$ cat src/rtl/debug_run_ctrl.sv
// Run/step/breakpoint controller driven by command bytes from the UART receiver.
// A byte parser feeds an exec FSM that gates the CPU clock enable and soft reset.
module debug_run_ctrl #(
  parameter int unsigned RST_PULSE_CYCLES = 16,
  parameter int unsigned ARG_TIMEOUT      = 1000000,
  parameter int unsigned STEP_W           = 16
) (
  input  logic              clk,
  input  logic              resetn,
  input  logic              rx_done,
  input  logic [7:0]        rx_data,
  input  logic [31:0]       cpu_pc,
  output logic              cpu_ce,
  output logic              sresetn,
  output logic              halted,
  output logic              bp_hit,
  output logic              cmd_err,
  output logic [STEP_W-1:0] step_remaining
);

  localparam int unsigned TimerW = $clog2(ARG_TIMEOUT + 1);
  localparam int unsigned RstW   = $clog2(RST_PULSE_CYCLES + 1);

  localparam logic [7:0] OpRun  = 8'h52;
  localparam logic [7:0] OpHalt = 8'h48;
  localparam logic [7:0] OpStep = 8'h53;
  localparam logic [7:0] OpBrk  = 8'h42;
  localparam logic [7:0] OpClr  = 8'h43;
  localparam logic [7:0] OpZrst = 8'h5A;

  typedef enum logic {StCmd, StArg} parse_state_e;
  typedef enum logic [1:0] {StHalted, StRunning, StStepping, StResetting} exec_state_e;

  parse_state_e      parse_q, parse_d;
  logic [7:0]        op_q, op_d;
  logic [31:0]       arg_q, arg_d;
  logic [2:0]        need_q, need_d;
  logic [TimerW-1:0] timer_q, timer_d;
  logic              err_q, err_d;

  exec_state_e       exec_q, exec_d;
  logic              skip_q, skip_d;
  logic              bp_hit_q, bp_hit_d;
  logic              bp_valid_q, bp_valid_d;
  logic [31:0]       bp_addr_q, bp_addr_d;
  logic [STEP_W-1:0] rem_q, rem_d;
  logic [RstW-1:0]   rcnt_q, rcnt_d;

  logic              cmd_fire;
  logic [7:0]        cmd_op;
  logic [31:0]       cmd_arg;

  // Parser: a command fires combinationally on its last byte so exec reacts next cycle.
  always_comb begin
    parse_d  = parse_q;
    op_d     = op_q;
    arg_d    = arg_q;
    need_d   = need_q;
    timer_d  = timer_q;
    err_d    = 1'b0;
    cmd_fire = 1'b0;
    cmd_op   = op_q;
    cmd_arg  = '0;
    unique case (parse_q)
      StCmd: begin
        timer_d = '0;
        if (rx_done) begin
          case (rx_data)
            OpRun, OpHalt, OpClr, OpZrst: begin
              cmd_fire = 1'b1;
              cmd_op   = rx_data;
            end
            OpStep: begin
              parse_d = StArg;
              op_d    = rx_data;
              arg_d   = '0;
              need_d  = 3'd2;
            end
            OpBrk: begin
              parse_d = StArg;
              op_d    = rx_data;
              arg_d   = '0;
              need_d  = 3'd4;
            end
            default: err_d = 1'b1;
          endcase
        end
      end
      StArg: begin
        if (rx_done) begin
          timer_d = '0;
          arg_d   = {arg_q[23:0], rx_data};
          if (need_q == 3'd1) begin
            cmd_fire = 1'b1;
            cmd_arg  = arg_d;
            parse_d  = StCmd;
          end else begin
            need_d = need_q - 3'd1;
          end
        end else if (timer_q == TimerW'(ARG_TIMEOUT - 1)) begin
          parse_d = StCmd;
          timer_d = '0;
          err_d   = 1'b1;
        end else begin
          timer_d = timer_q + TimerW'(1);
        end
      end
      default: parse_d = StCmd;
    endcase
  end

  logic              cmd_run, cmd_halt, cmd_step, cmd_brk, cmd_clr, cmd_zrst;
  logic [STEP_W-1:0] step_n;
  logic              bp_match;

  assign cmd_run  = cmd_fire && (cmd_op == OpRun);
  assign cmd_halt = cmd_fire && (cmd_op == OpHalt);
  assign cmd_step = cmd_fire && (cmd_op == OpStep);
  assign cmd_brk  = cmd_fire && (cmd_op == OpBrk);
  assign cmd_clr  = cmd_fire && (cmd_op == OpClr);
  assign cmd_zrst = cmd_fire && (cmd_op == OpZrst);
  assign step_n   = STEP_W'(cmd_arg[15:0]);
  // skip_q masks the compare for the first cycle of a run so it can resume from the bp PC.
  assign bp_match = bp_valid_q && !skip_q && (cpu_pc == bp_addr_q);

  always_comb begin
    exec_d     = exec_q;
    skip_d     = skip_q;
    bp_hit_d   = bp_hit_q;
    bp_valid_d = bp_valid_q;
    bp_addr_d  = bp_addr_q;
    rem_d      = rem_q;
    rcnt_d     = rcnt_q;
    cpu_ce     = 1'b0;
    unique case (exec_q)
      StHalted: begin
        if (cmd_run) begin
          exec_d   = StRunning;
          skip_d   = 1'b1;
          bp_hit_d = 1'b0;
        end else if (cmd_step && (step_n != '0)) begin
          exec_d   = StStepping;
          rem_d    = step_n;
          bp_hit_d = 1'b0;
        end else if (cmd_zrst) begin
          exec_d = StResetting;
          rcnt_d = RstW'(RST_PULSE_CYCLES - 1);
        end
      end
      StRunning: begin
        cpu_ce = !bp_match;
        skip_d = 1'b0;
        if (cmd_zrst) begin
          exec_d = StResetting;
          rcnt_d = RstW'(RST_PULSE_CYCLES - 1);
        end else if (bp_match) begin
          exec_d   = StHalted;
          bp_hit_d = 1'b1;
        end else if (cmd_halt) begin
          exec_d = StHalted;
        end
      end
      StStepping: begin
        cpu_ce = 1'b1;
        if (cmd_zrst) begin
          exec_d = StResetting;
          rem_d  = '0;
          rcnt_d = RstW'(RST_PULSE_CYCLES - 1);
        end else if (cmd_halt || (rem_q == STEP_W'(1))) begin
          exec_d = StHalted;
          rem_d  = '0;
        end else begin
          rem_d = rem_q - STEP_W'(1);
        end
      end
      StResetting: begin
        if (rcnt_q == '0) begin
          exec_d = StHalted;
        end else begin
          rcnt_d = rcnt_q - RstW'(1);
        end
      end
      default: exec_d = StHalted;
    endcase
    if (cmd_brk) begin
      bp_valid_d = 1'b1;
      bp_addr_d  = cmd_arg;
    end else if (cmd_clr) begin
      bp_valid_d = 1'b0;
    end
  end

  always_ff @(posedge clk or negedge resetn) begin
    if (!resetn) begin
      parse_q    <= StCmd;
      op_q       <= '0;
      arg_q      <= '0;
      need_q     <= '0;
      timer_q    <= '0;
      err_q      <= 1'b0;
      exec_q     <= StHalted;
      skip_q     <= 1'b0;
      bp_hit_q   <= 1'b0;
      bp_valid_q <= 1'b0;
      bp_addr_q  <= '0;
      rem_q      <= '0;
      rcnt_q     <= '0;
    end else begin
      parse_q    <= parse_d;
      op_q       <= op_d;
      arg_q      <= arg_d;
      need_q     <= need_d;
      timer_q    <= timer_d;
      err_q      <= err_d;
      exec_q     <= exec_d;
      skip_q     <= skip_d;
      bp_hit_q   <= bp_hit_d;
      bp_valid_q <= bp_valid_d;
      bp_addr_q  <= bp_addr_d;
      rem_q      <= rem_d;
      rcnt_q     <= rcnt_d;
    end
  end

  assign sresetn        = (exec_q != StResetting);
  assign halted         = (exec_q == StHalted);
  assign bp_hit         = bp_hit_q;
  assign cmd_err        = err_q;
  assign step_remaining = rem_q;

endmodule

$ cat config.mk
export PLATFORM = sky130hd
export DESIGN_NAME = debug_run_ctrl
export DESIGN_NICKNAME = d
export VERILOG_FILES = /design/src/rtl/debug_run_ctrl.sv
export SDC_FILE = /design/constraint.sdc
export NUM_CORES = 1
export LEC_CHECK = 0
export ABC_CLOCK_PERIOD_IN_PS = 2210
export BUFFER_PORTS_ARGS = -buffer_cell sky130_fd_sc_hd__buf_2
export CORE_ASPECT_RATIO = 0.5
export CORE_MARGIN = 5
export CORE_UTILIZATION = 55
export CTS_BUF_LIST = sky130_fd_sc_hd__clkbuf_4 sky130_fd_sc_hd__clkbuf_8
export DETAILED_ROUTE_END_ITERATION = 7
export PLACE_DENSITY = 0.87
export SETUP_SLACK_MARGIN = 0.02
export SLEW_MARGIN = 10
export SYNTH_ARGS = -nofsm -noshare
export SYNTH_HDL_FRONTEND = slang
export SYNTH_SLANG_ARGS = --single-unit
export TNS_END_PERCENT = 1
$ cat constraint.sdc
create_clock -name clk -period 2.21 [get_ports clk]
set_input_delay 0 -clock clk [delete_from_list [all_inputs] [get_ports clk]]
set_output_delay 0 -clock clk [all_outputs]
set_load 0.01 [all_outputs]
== After elaboration in Yosys (flattened, before gate mapping) ==
Index checks and enable logic that the tools add are counted.

* Add/subtract/negate cells: 4
* Equal/unequal tests: 37
* Muxes and demuxes: 64
* Bitwise logic cells: 1
* Reduce and logical (&&, ||, !) cells: 30

{| class="wikitable"
|+ Operators by type and width
! kind !! number
|-
| 8-bit by 7-bit == test with 1-bit output (second input constant) || 12
|-
| 32-bit 2-to-1 mux || 3
|-
| 24-bit 2-to-1 mux || 3
|-
| 16-bit 2-to-1 mux || 4
|-
| 24-bit one-hot mux with 2 select lines || 1
|-
| 20-bit 2-to-1 mux || 2
|-
| 20-bit one-hot mux with 2 select lines || 1
|-
| 32-bit == test || 1
|-
| 16-bit one-hot mux with 2 select lines || 1
|-
| 8-bit 2-to-1 mux || 3
|-
| 2-bit != test (second input constant) || 11
|-
| 20-bit by 1-bit adder with 20-bit output (second input constant) || 1
|-
| 20-bit == test (second input constant) || 1
|-
| 1-bit 2-to-1 mux || 20
|-
| 5-bit 2-to-1 mux || 4
|-
| 2-bit 2-to-1 mux || 9
|-
| 16-bit by 1-bit == test with 1-bit output (second input constant) || 1
|-
| 16-bit nonzero test || 1
|-
| 16-bit by 1-bit subtractor with 16-bit output (second input constant) || 1
|-
| 5-bit one-hot mux with 3 select lines || 1
|-
| 1-bit one-hot mux with 2 select lines || 6
|-
| 3-bit one-hot mux with 2 select lines || 2
|-
| 3-bit AND reduction || 4
|-
| 4-bit AND reduction || 3
|-
| 23 further kinds || 40
|}

* Register bits: 115
* Input port bits: 43
* Output and inout port bits: 21
* Logic and storage cells: 149

== Logic depth before layout (Yosys ltp) ==
Gate-level depths: netlist (run 1).

* Depth in word-level cells: 11
* Gate-level depth with buffers: 11
* Mapped depth without buffers: 9

== Least setup slack after synthesis (run 1) ==
Ideal clock, no wire load.

* Path type: register to register
* Start: reg parse_q
* End: reg rem_q[0] (netlist: step_remaining[0])
* Library setup time: 0.078 ns
* Arrival time: 2.306 ns
* Required time: 2.132 ns
* Path slack: -0.174 ns
* Stages on the path, launching flop included: 12
* Buffers on the path: 4
* Period minus slack after synthesis: 2.384 ns
* Cell sequence: dfrtp_1 -> clkbuf_1 -> nor2b_1 -> o311ai_4 -> mux2i_1 -> o211ai_1 -> o21a_1 -> buf_6 -> or2_1 -> buf_2 -> buf_6 -> a21oi_1

* Longest elaborated chain between the ends: 7
* Elaborated cells between the ends (all ways): 23
* Those cells by class: eq/ne (6); mux (8); bitwise (1); reduce/logical (8)

{| class="wikitable"
|+ Ends and longest elaborated chain
! what !! RTL line !! source
|-
| from (decl) || 34 || <nowiki>parse_state_e parse_q, parse_d;</nowiki>
|-
| from (signal assigned) || 195 || <nowiki>parse_q <= StCmd;</nowiki>
|-
| from (signal assigned) || 209 || <nowiki>parse_q <= parse_d;</nowiki>
|-
| 8-bit 2-to-1 mux / 1-bit inverter (equally long branches) || -- ||
|-
| 8-bit by 7-bit == test with 1-bit output / 1-bit one-hot mux with 2 select lines (equally long branches) || 117, 64 ||
|-
| 1-bit logical AND || 117 || <nowiki>assign cmd_halt = cmd_fire && (cmd_op == OpHalt);</nowiki>
|-
| 1-bit logical OR || 169 || <nowiki>end else if (cmd_halt || (rem_q == STEP_W'(1))) begin</nowiki>
|-
| 16-bit 2-to-1 mux || 169 ||
|-
| 16-bit 2-to-1 mux || 165 || <nowiki>if (cmd_zrst) begin</nowiki>
|-
| 16-bit one-hot mux with 2 select lines || 135 || <nowiki>unique case (exec_q)</nowiki>
|-
| to (signal assigned) || 220 || <nowiki>rem_q <= rem_d;</nowiki>
|-
| to (decl) || 46 || <nowiki>logic [STEP_W-1:0] rem_q, rem_d;</nowiki>
|}

Several ways; a longest one is shown, not always the timed one. The select of a mux whose other input is x is not followed.
A chain may end at the register's enable or synchronous reset.

== Worst setup path in the final report (run 1) ==
* Start: reg op_q[7]
* End: reg bp_hit_q (netlist: bp_hit)

* Longest elaborated chain between the ends: 8
* Elaborated cells between the ends (all ways): 15
* Those cells by class: eq/ne (5); mux (5); reduce/logical (5)

{| class="wikitable"
|+ Ends and longest elaborated chain
! what !! RTL line !! source
|-
| from (decl) || 35 || <nowiki>logic [7:0] op_q, op_d;</nowiki>
|-
| from (signal assigned) || 210 || <nowiki>op_q <= op_d;</nowiki>
|-
| 8-bit 2-to-1 mux || 68 || <nowiki>case (rx_data)</nowiki>
|-
| 8-bit 2-to-1 mux || 67 || <nowiki>if (rx_done) begin</nowiki>
|-
| 8-bit 2-to-1 mux (*) || 64 || <nowiki>unique case (parse_q)</nowiki>
|-
| 8-bit by 7-bit == test with 1-bit output || 118 || <nowiki>assign cmd_step = cmd_fire && (cmd_op == OpStep);</nowiki>
|-
| 1-bit logical AND || 118 ||
|-
| 1-bit logical AND || 141 || <nowiki>end else if (cmd_step && (step_n != '0)) begin</nowiki>
|-
| 3-bit by 1-bit != test with 1-bit output (no line) || -- ||
|-
| 4-bit AND reduction (no line) || -- ||
|-
| to (signal assigned) || 217 || <nowiki>bp_hit_q <= bp_hit_d;</nowiki>
|-
| to (decl) || 43 || <nowiki>logic bp_hit_q, bp_hit_d;</nowiki>
|}

Every way passes the cells marked *; elsewhere a longest branch is shown, timed or not.

==> results of run 1 <==
-- registers in the layout (all words and copies together), names as in the netlist --
| signal | cells |
|---|---|
| op_q | 8 |
| rcnt_q | 5 |
| bp_valid_q | 1 |
| parse_q | 1 |
| need_q | 3 |
| bp_hit | 1 |
| skip_q | 1 |
| arg_q | 24 |
| timer_q | 20 |
| step_remaining | 16 |
| cmd_err | 1 |
| exec_q | 2 |
| bp_addr_q | 32 |
-- layer usage --
metal	share of wire [%]	track usage, %	vias up
li1	-	-	2485
met1	38	36.3	2809
met2	45	41.3	460
met3	11	6.68	106
met4	4.8	13.0	0
met5	0	0	-
-- Yosys cell counts (4+ instances only) --
library cell  instances  share of area, %
and2_1                7              0.74
inv_1                16               1.0
nand2_1              88               5.5
nand2b_1              8              0.84
nor3_1               10              0.84
dfrtp_1             115                48
a31oi_1               5              0.53
o21ai_1               8              0.67
o21ai_0              46               3.9
a21oi_1              22               1.8
nor2b_1               5              0.53
nor2_1               55               3.5
o31ai_1              15               1.9
and3_1               12               1.3
nand3_1              21               1.8
nand4_1              13               1.4
a22o_1               23               3.4
clkbuf_1             26               1.6
ha_1                 11               2.3
nor4_1                8              0.84
a22oi_1               4              0.50
mux2i_1               4              0.67
xnor2_1              38               5.6
xor2_1               13               1.9
nor3b_1               5              0.63
buf_2                 4              0.34
-- worst max-delay path, delay by kind of cell (launching register included) --
family | cells | cell delay [ns]
compound gates | 4 | 0.62
flops | 1 | 0.42
buf+inv | 4 | 0.62
simple gates | 3 | 0.49
-- path summary, 6_finish.rpt --
check	endpoint	slack [ns]	cells after the start
hold / removal	bp_addr_q[4]$_DFFE_PN0P_	0.04	4
setup reg to reg	bp_hit$_DFFE_PN0P_	-0.06	11
setup / recovery	bp_hit$_DFFE_PN0P_	-0.06	11
max in group asynchronous	bp_addr_q[3]$_DFFE_PN0P_	1.43	3
hold reg to reg	rcnt_q[4]$_DFFE_PN0P_	0.49	1
min in group asynchronous	op_q[3]$_DFFE_PN0P_	0.11	2
-- power by group through the flow --
stage	Clock (mW)	Sequential, mW	Combinational, mW
after floorplan	0	2.80	1.32
after global placement	0	2.76	2.32
after detailed placement	0	2.78	2.40
after CTS	2.31	2.75	2.51
after global routing	2.42	2.81	2.95
final	2.32	2.78	2.79
-- kinds of logic after synthesis --
| group | Yosys count | share of synthesized area, % |
|---|---|---|
| multiplexers | 7 | 1.24 |
| AO/OA/AOI/OAI | 147 | 16.3 |
| XOR/XNOR | 51 | 7.50 |
| buffers and inverters | 49 | 3.44 |
| flip-flops | 115 | 48.3 |
| adder cells (fa/ha/maj) | 11 | 2.31 |
| AND/OR/NAND/NOR | 251 | 20.9 |
-- metrics by stage --
| stage | instances | utilization, % | setup TNS, ns |
|---|---|---|---|
| final | 909 | 73.8 | -0.272 |
| after global routing | 909 | 73.8 | -2.41 |
| after CTS | 900 | 71.2 | -0.0215 |
| after detailed placement | 860 | 65.6 | -0.297 |
| after global placement | 860 | 65.6 | 0 |
| after floorplan | 631 | - | -0.00731 |
-- area by class of cell --
cell class                 count  area, sq um
clock inverter                13          208
multi-input combinational    467         3120
inverter                      16         60.1
fill                         622         2720
clock buffer                  19          255
tap                          140          175
sequential                   115         2880
timing repair buffer         139          962
-- timing repair --
action                                 in CTS  in global routing
endpoints found under the hold margin      53                  0
setup endpoints to repair                  21                 26
gates resized for setup                    11                 48
hold buffers                                7                  0
buffers inserted                            1                  9
pin swaps                                   3                 16
==> results.txt, run 1 <==
Startpoint class of the critical path = register
Leakage = 3.46 nW
Register area share after synthesis = 48.3%
Worst Max-Slew Pin Slew = 0.986 ns
Largest net degree at the start of global routing = 66
Syn Area/Cell = 9.44 sq um
Starting DRC count in detailed routing = 792
Internal power = 5.01 mW
Cell Rows = 26
Violated checks = negative setup slack
PD cells = 1030 nW/um^2
First-pass GRT wire length = 28000 um
Post-synthesis cell type count = 58
CP Max Fanout = 4
Core ar. = 10400 sq um
Sw Pwr = 2.88 mW
Antenna diodes = 0
Starting Density = 57.4%
Ys Warns = 0
Post-route cell area = 7650 sq um
Via count = 5860
Worst endpoint required time = 2.54 ns
PnR worst setup slack = -0.0617 ns
Total CTS buffers = 17
Synthesized instance count = 631
Class of the most critical setup path = reg2reg
Post-DRT Antenna Nets = 0
Die W = 157 um
H-tree depth = 4
Status = finished with violations
Sw frac = 36.5%
# nets final = 810
Hold Startpoint = rx_data[4]
Crit path from = op_q[7]$_DFFE_PN0P_
DRT Wirelength = 19200 um
Crit. End Element = register
Final Skew = 0.0138 ns
Slew Viols, Final = 0
Drc violations = 0
Pre-CTS setup slack = -0.0767 ns
Most frequent cells in the layout = dfrtp_1, nand2_1, buf_2, buf_4, nor2_1
Achievable clock frequency = 440 MHz
Hold slack = 0.0395 ns
Crit path cell chain = nor4bb_2, buf_4, a31oi_2, a41oi_2, buf_4, nand4_1, buf_6, buf_4, nand3_1, a21oi_1, a211o_1
Die ar. = 13100 sq um
Share of layout cells above drive strength 1 = 27.8%
Mapped cell area = 5960 sq um
Slowest CP cell = dfrtp_1
Flops & latches, synth = 115
Clock Power Share = 29.4%
Tmin final = 2.27 ns
Grt ovf = 0
Initial antenna violation count = 0
Post-placement cell area = 6810 sq um
Worst min path class = in2reg
Vias in the first global route = 5509
Clock sink count = 115
Cell mode on critical path = buf_4
Critical register-to-register path startpoint = op_q[7]$_DFFE_PN0P_
Commonest non-fill, non-tap cell in the layout = dfrtp_1
CTS tree = built
Vias per Instance = 6.45
IO Pins = 64
Max stage delay on crit path = 0.42 ns
Final setup fails = 8
Most used flip-flop cell after synthesis = dfrtp_1
Die height = 83.6 um
DPL Wire Length = 11400 um
Clk root buf = clkbuf_8
Max IR drop VDD = 457 uV
Power, Total = 7.88 mW
Mapped Nets = 685
Longest Clk Path Bufs = 2
Final period utilization = 103%
Port Buffers = 63
Sequential power share = 35.3%
Worst slew margin = 34.0%
Worst path arrival time = 2.60 ns
Max-cap violations = 0
Area growth syn-to-layout = 28.5%
GRT Total Usage = 27.1%
Later-pin clock latency in the skew report = 0.45 ns
Gpl congestion = 0.944
Number of flops mapped to enable cells by yosys = 0
Final Hold Fails = 0
Drt pass-1 iters = 6
Routed len/inst = 21.2 um
Share of synthesized flip-flops with an asynchronous set or reset = 100%
Worst-path clk slew = 0.08 ns
Logic gate share of total power = 35.3%
RSZ-0062 raised after global routing = yes
Note: power is estimated with default switching activity, not from simulation.
==> run 2: changes to the inputs <==
--- a/config.mk
+++ b/config.mk
@@ -9,10 +9,10 @@
 export BUFFER_PORTS_ARGS = -buffer_cell sky130_fd_sc_hd__buf_2
 export CORE_ASPECT_RATIO = 0.5
 export CORE_MARGIN = 5
-export CORE_UTILIZATION = 55
-export CTS_BUF_LIST = sky130_fd_sc_hd__clkbuf_4 sky130_fd_sc_hd__clkbuf_8
+export CORE_UTILIZATION = 53
+export CTS_BUF_LIST = sky130_fd_sc_hd__clkbuf_4 sky130_fd_sc_hd__clkbuf_8 sky130_fd_sc_hd__clkbuf_16
 export DETAILED_ROUTE_END_ITERATION = 7
-export PLACE_DENSITY = 0.87
+export PLACE_DENSITY = 0.85
 export SETUP_SLACK_MARGIN = 0.02
 export SLEW_MARGIN = 10
 export SYNTH_ARGS = -nofsm -noshare
==> run 2 against run 1 <==
  * The run still ends with negative setup slack left
  * Wire length shrank 5.3%
  * Total power grew 7.0%
  * Clock skew shrank 0.0049 ns
  * Utilization shrank 3.6 points
  * Largest cell class unchanged
  * Global-route usage shrank 1.9 points
  * Sequential cell count is the same
  * Register-to-register slack lost 0.12 ns
  * Critical path depth shrank 1
==> results.txt, run 2 (synthesis results as in run 1) <==
Status = finished with violations
Violated checks = negative setup slack
Fillers = 686 (+10%)
Drc violations = 0 (unchanged)
Register with the most flip-flops = bp_addr_q
Leakage = 3.48 nW (+0.53%)
Initial antenna violation count = 0 (unchanged)
Max-cap violations = 0 (unchanged)
Cell mode on critical path = buf_4
Die ar. = 13600 sq um (+3.4%)
Core ar. = 11000 sq um (+5.8%)
Clk root buf = clkbuf_16
Worst flop-to-flop path endpoint = exec_q[1]$_DFFE_PN0P_
H-tree depth = 4 (unchanged)
Tmin final = 2.39 ns (+0.119 ns)
Drt pass-1 iters = 5 (-1)
Crit path buffers/inverters = 3 (-1)
Crit path cell chain = nor4bb_2, buf_4, a31oi_1, a41oi_2, nand4_1, buf_4, buf_4, o2111ai_1, a21oi_1, a41oi_1
Startpoint class of the critical path = register
Commonest non-fill, non-tap cell in the layout = dfrtp_1
Worst endpoint required time = 2.54 ns (about the same)
Post-DRT Antenna Nets = 0 (unchanged)
Reg-to-reg slack, setup = -0.18 ns (-0.12 ns)
Die height = 85.0 um (+1.6%)
Registers with the most flip-flops = bp_addr_q (32), arg_q (24), timer_q (20)
Clock sink count = 115 (unchanged)
Total CTS buffers = 17 (unchanged)
Final period utilization = 108% (+5.4 points)
Antenna diodes = 0 (unchanged)
IO Pins = 64 (unchanged)
Worst min path class = in2async
Longest Clk Path Bufs = 2 (unchanged)
Grt ovf = 0 (unchanged)
Starting DRC count in detailed routing = 612 (-23%)
R2R depth = 10 (-1)
CTS tree = built
Most frequent cells in the layout = dfrtp_1, nand2_1, buf_2, buf_4, nor2_1
Later-pin clock latency in the skew report = 0.42 ns (-0.03 ns)
Via count = 5668 (-3.3%)
Final Skew = 0.00885 ns (-0.00491 ns)
Crit path max-delay family = compound AO/OA/AOI/OAI gates
Share of layout cells above drive strength 1 = 26.1% (-1.7 points)
Max stage delay on crit path = 0.41 ns (about the same)
Final setup fails = 9 (+1)
DRT Wirelength = 18200 um (-5.3%)
Critical register-to-register path startpoint = op_q[7]$_DFFE_PN0P_
CP Max Fanout = 3 (-1)
Achievable clock frequency = 418 MHz (-5.0%)
Slew Viols, Final = 0 (unchanged)
PD cells = 1090 nW/um^2 (+6.3%)
Port Buffers = 63 (unchanged)
Pre-CTS setup slack = -0.0640 ns (+0.0126 ns)
Area growth syn-to-layout = 29.3%
Largest net degree at the start of global routing = 57 (-14%)
Routed len/inst = 20.2 um (-4.7%)
# nets final = 799 (-1.4%)
Slowest CP cell = dfrtp_1
Gpl congestion = 0.909 (-3.7%)
Total negative slack = -0.684 ns (-0.412 ns)
Die W = 160 um (+1.7%)
GRT Total Usage = 25.2% (-1.9 points)
Max IR drop VDD = 535 uV (+17%)
Worst path arrival time = 2.72 ns (+0.12 ns)
Cell Rows = 27 (+3.8%)
Class of the most critical setup path = reg2reg
RSZ-0062 raised after global routing = yes
First-pass GRT wire length = 27300 um (-2.8%)
PnR worst setup slack = -0.181 ns (-0.119 ns)
DPL Wire Length = 11000 um (-3.8%)
Worst slew margin = 51.4% (+17 points)
Vias per Instance = 6.28 (-2.6%)
Max reg flops = 32 (unchanged)
Final Hold Fails = 0 (unchanged)
Vias in the first global route = 5514 (+0.091%)
Worst Max-Slew Pin Slew = 0.725 ns (-0.261 ns)
Starting Density = 54.3% (-3.1 points)
Worst-path clk slew = 0.06 ns (-0.02 ns)
Crit. End Element = register
[run 2: power breakdown]
group | switching (mW) | internal [mW]
clock network | 1.08 | 1.93
logic | 1.51 | 1.11
registers | 0.352 | 2.46
total | 2.94 | 5.50
[run 2: how the worst max path moves through the flow]
stage               slack (ns)                        endpoint  depth (start not counted)                          start
global placement          0.02           rcnt_q[1]$_DFFE_PN0P_                          9            op_q[5]$_DFFE_PN0P_
global route             -0.20   step_remaining[3]$_DFFE_PN0P_                          9            op_q[7]$_DFFE_PN0P_
CTS                      -0.03           exec_q[0]$_DFFE_PN0P_                          9          need_q[1]$_DFFE_PN0P_
floorplan               -0.003  step_remaining[10]$_DFFE_PN0P_                          9  step_remaining[8]$_DFFE_PN0P_
detailed placement       -0.06           exec_q[0]$_DFFE_PN0P_                          8            op_q[5]$_DFFE_PN0P_
finish                   -0.18           exec_q[1]$_DFFE_PN0P_                         10            op_q[7]$_DFFE_PN0P_
[run 2: final cells by class]
cell class / instances / area (sq um) / share of cell area, %
clock buffer: 18 / 439 / 5.70
clock inverter: 14 / 203 / 2.63
inverter: 16 / 60.1 / 0.780
multi-input combinational: 467 / 3070 / 39.9
sequential: 115 / 2880 / 37.4
tap: 145 / 181 / 2.36
timing repair buffer: 128 / 868 / 11.3
[run 2: worst register-to-register path, stage by stage, from the launching register on]
cell	delay (ns)
dfrtp_1	0.41
nor4bb_2	0.31
buf_4	0.17
a31oi_1	0.05
a41oi_2	0.25
nand4_1	0.23
buf_4	0.21
buf_4	0.14
o2111ai_1	0.17
a21oi_1	0.16
a41oi_1	0.20
[run 2: stage by stage]
step | utilization [%] | power (mW) | std cells | cell area [sq um] | hold slack (ns)
2_1_floorplan | - | 4.12 | 631 | 5980 | -0.296
3_3_place_gp | 61.6 | 4.99 | 858 | 6770 | -0.109
3_5_place_dp | 61.6 | 5.07 | 858 | 6770 | -0.0984
4_1_cts | 68.6 | 8.12 | 899 | 7540 | 0.000178
5_1_grt | 70.2 | 8.79 | 903 | 7700 | 0.0192
6_report | 70.2 | 8.44 | 903 | 7700 | 0.00316
[run 2: what timing repair did]
action,4_1_cts,5_1_grt
pin swaps,7,8
gates resized for setup,10,39
setup buffers,2,4
setup endpoints to repair,25,26
hold endpoints to repair,125,0
hold buffers,7,0
[run 2: per-layer routing]
layer | GRT usage [%] | vias to the layer above | share of wire, %
li1 | - | 2472 | -
met1 | 30.4 | 2764 | 39
met2 | 41.8 | 327 | 47
met3 | 7.04 | 105 | 8.9
met4 | 13.4 | 0 | 5.0
met5 | 0 | - | 0
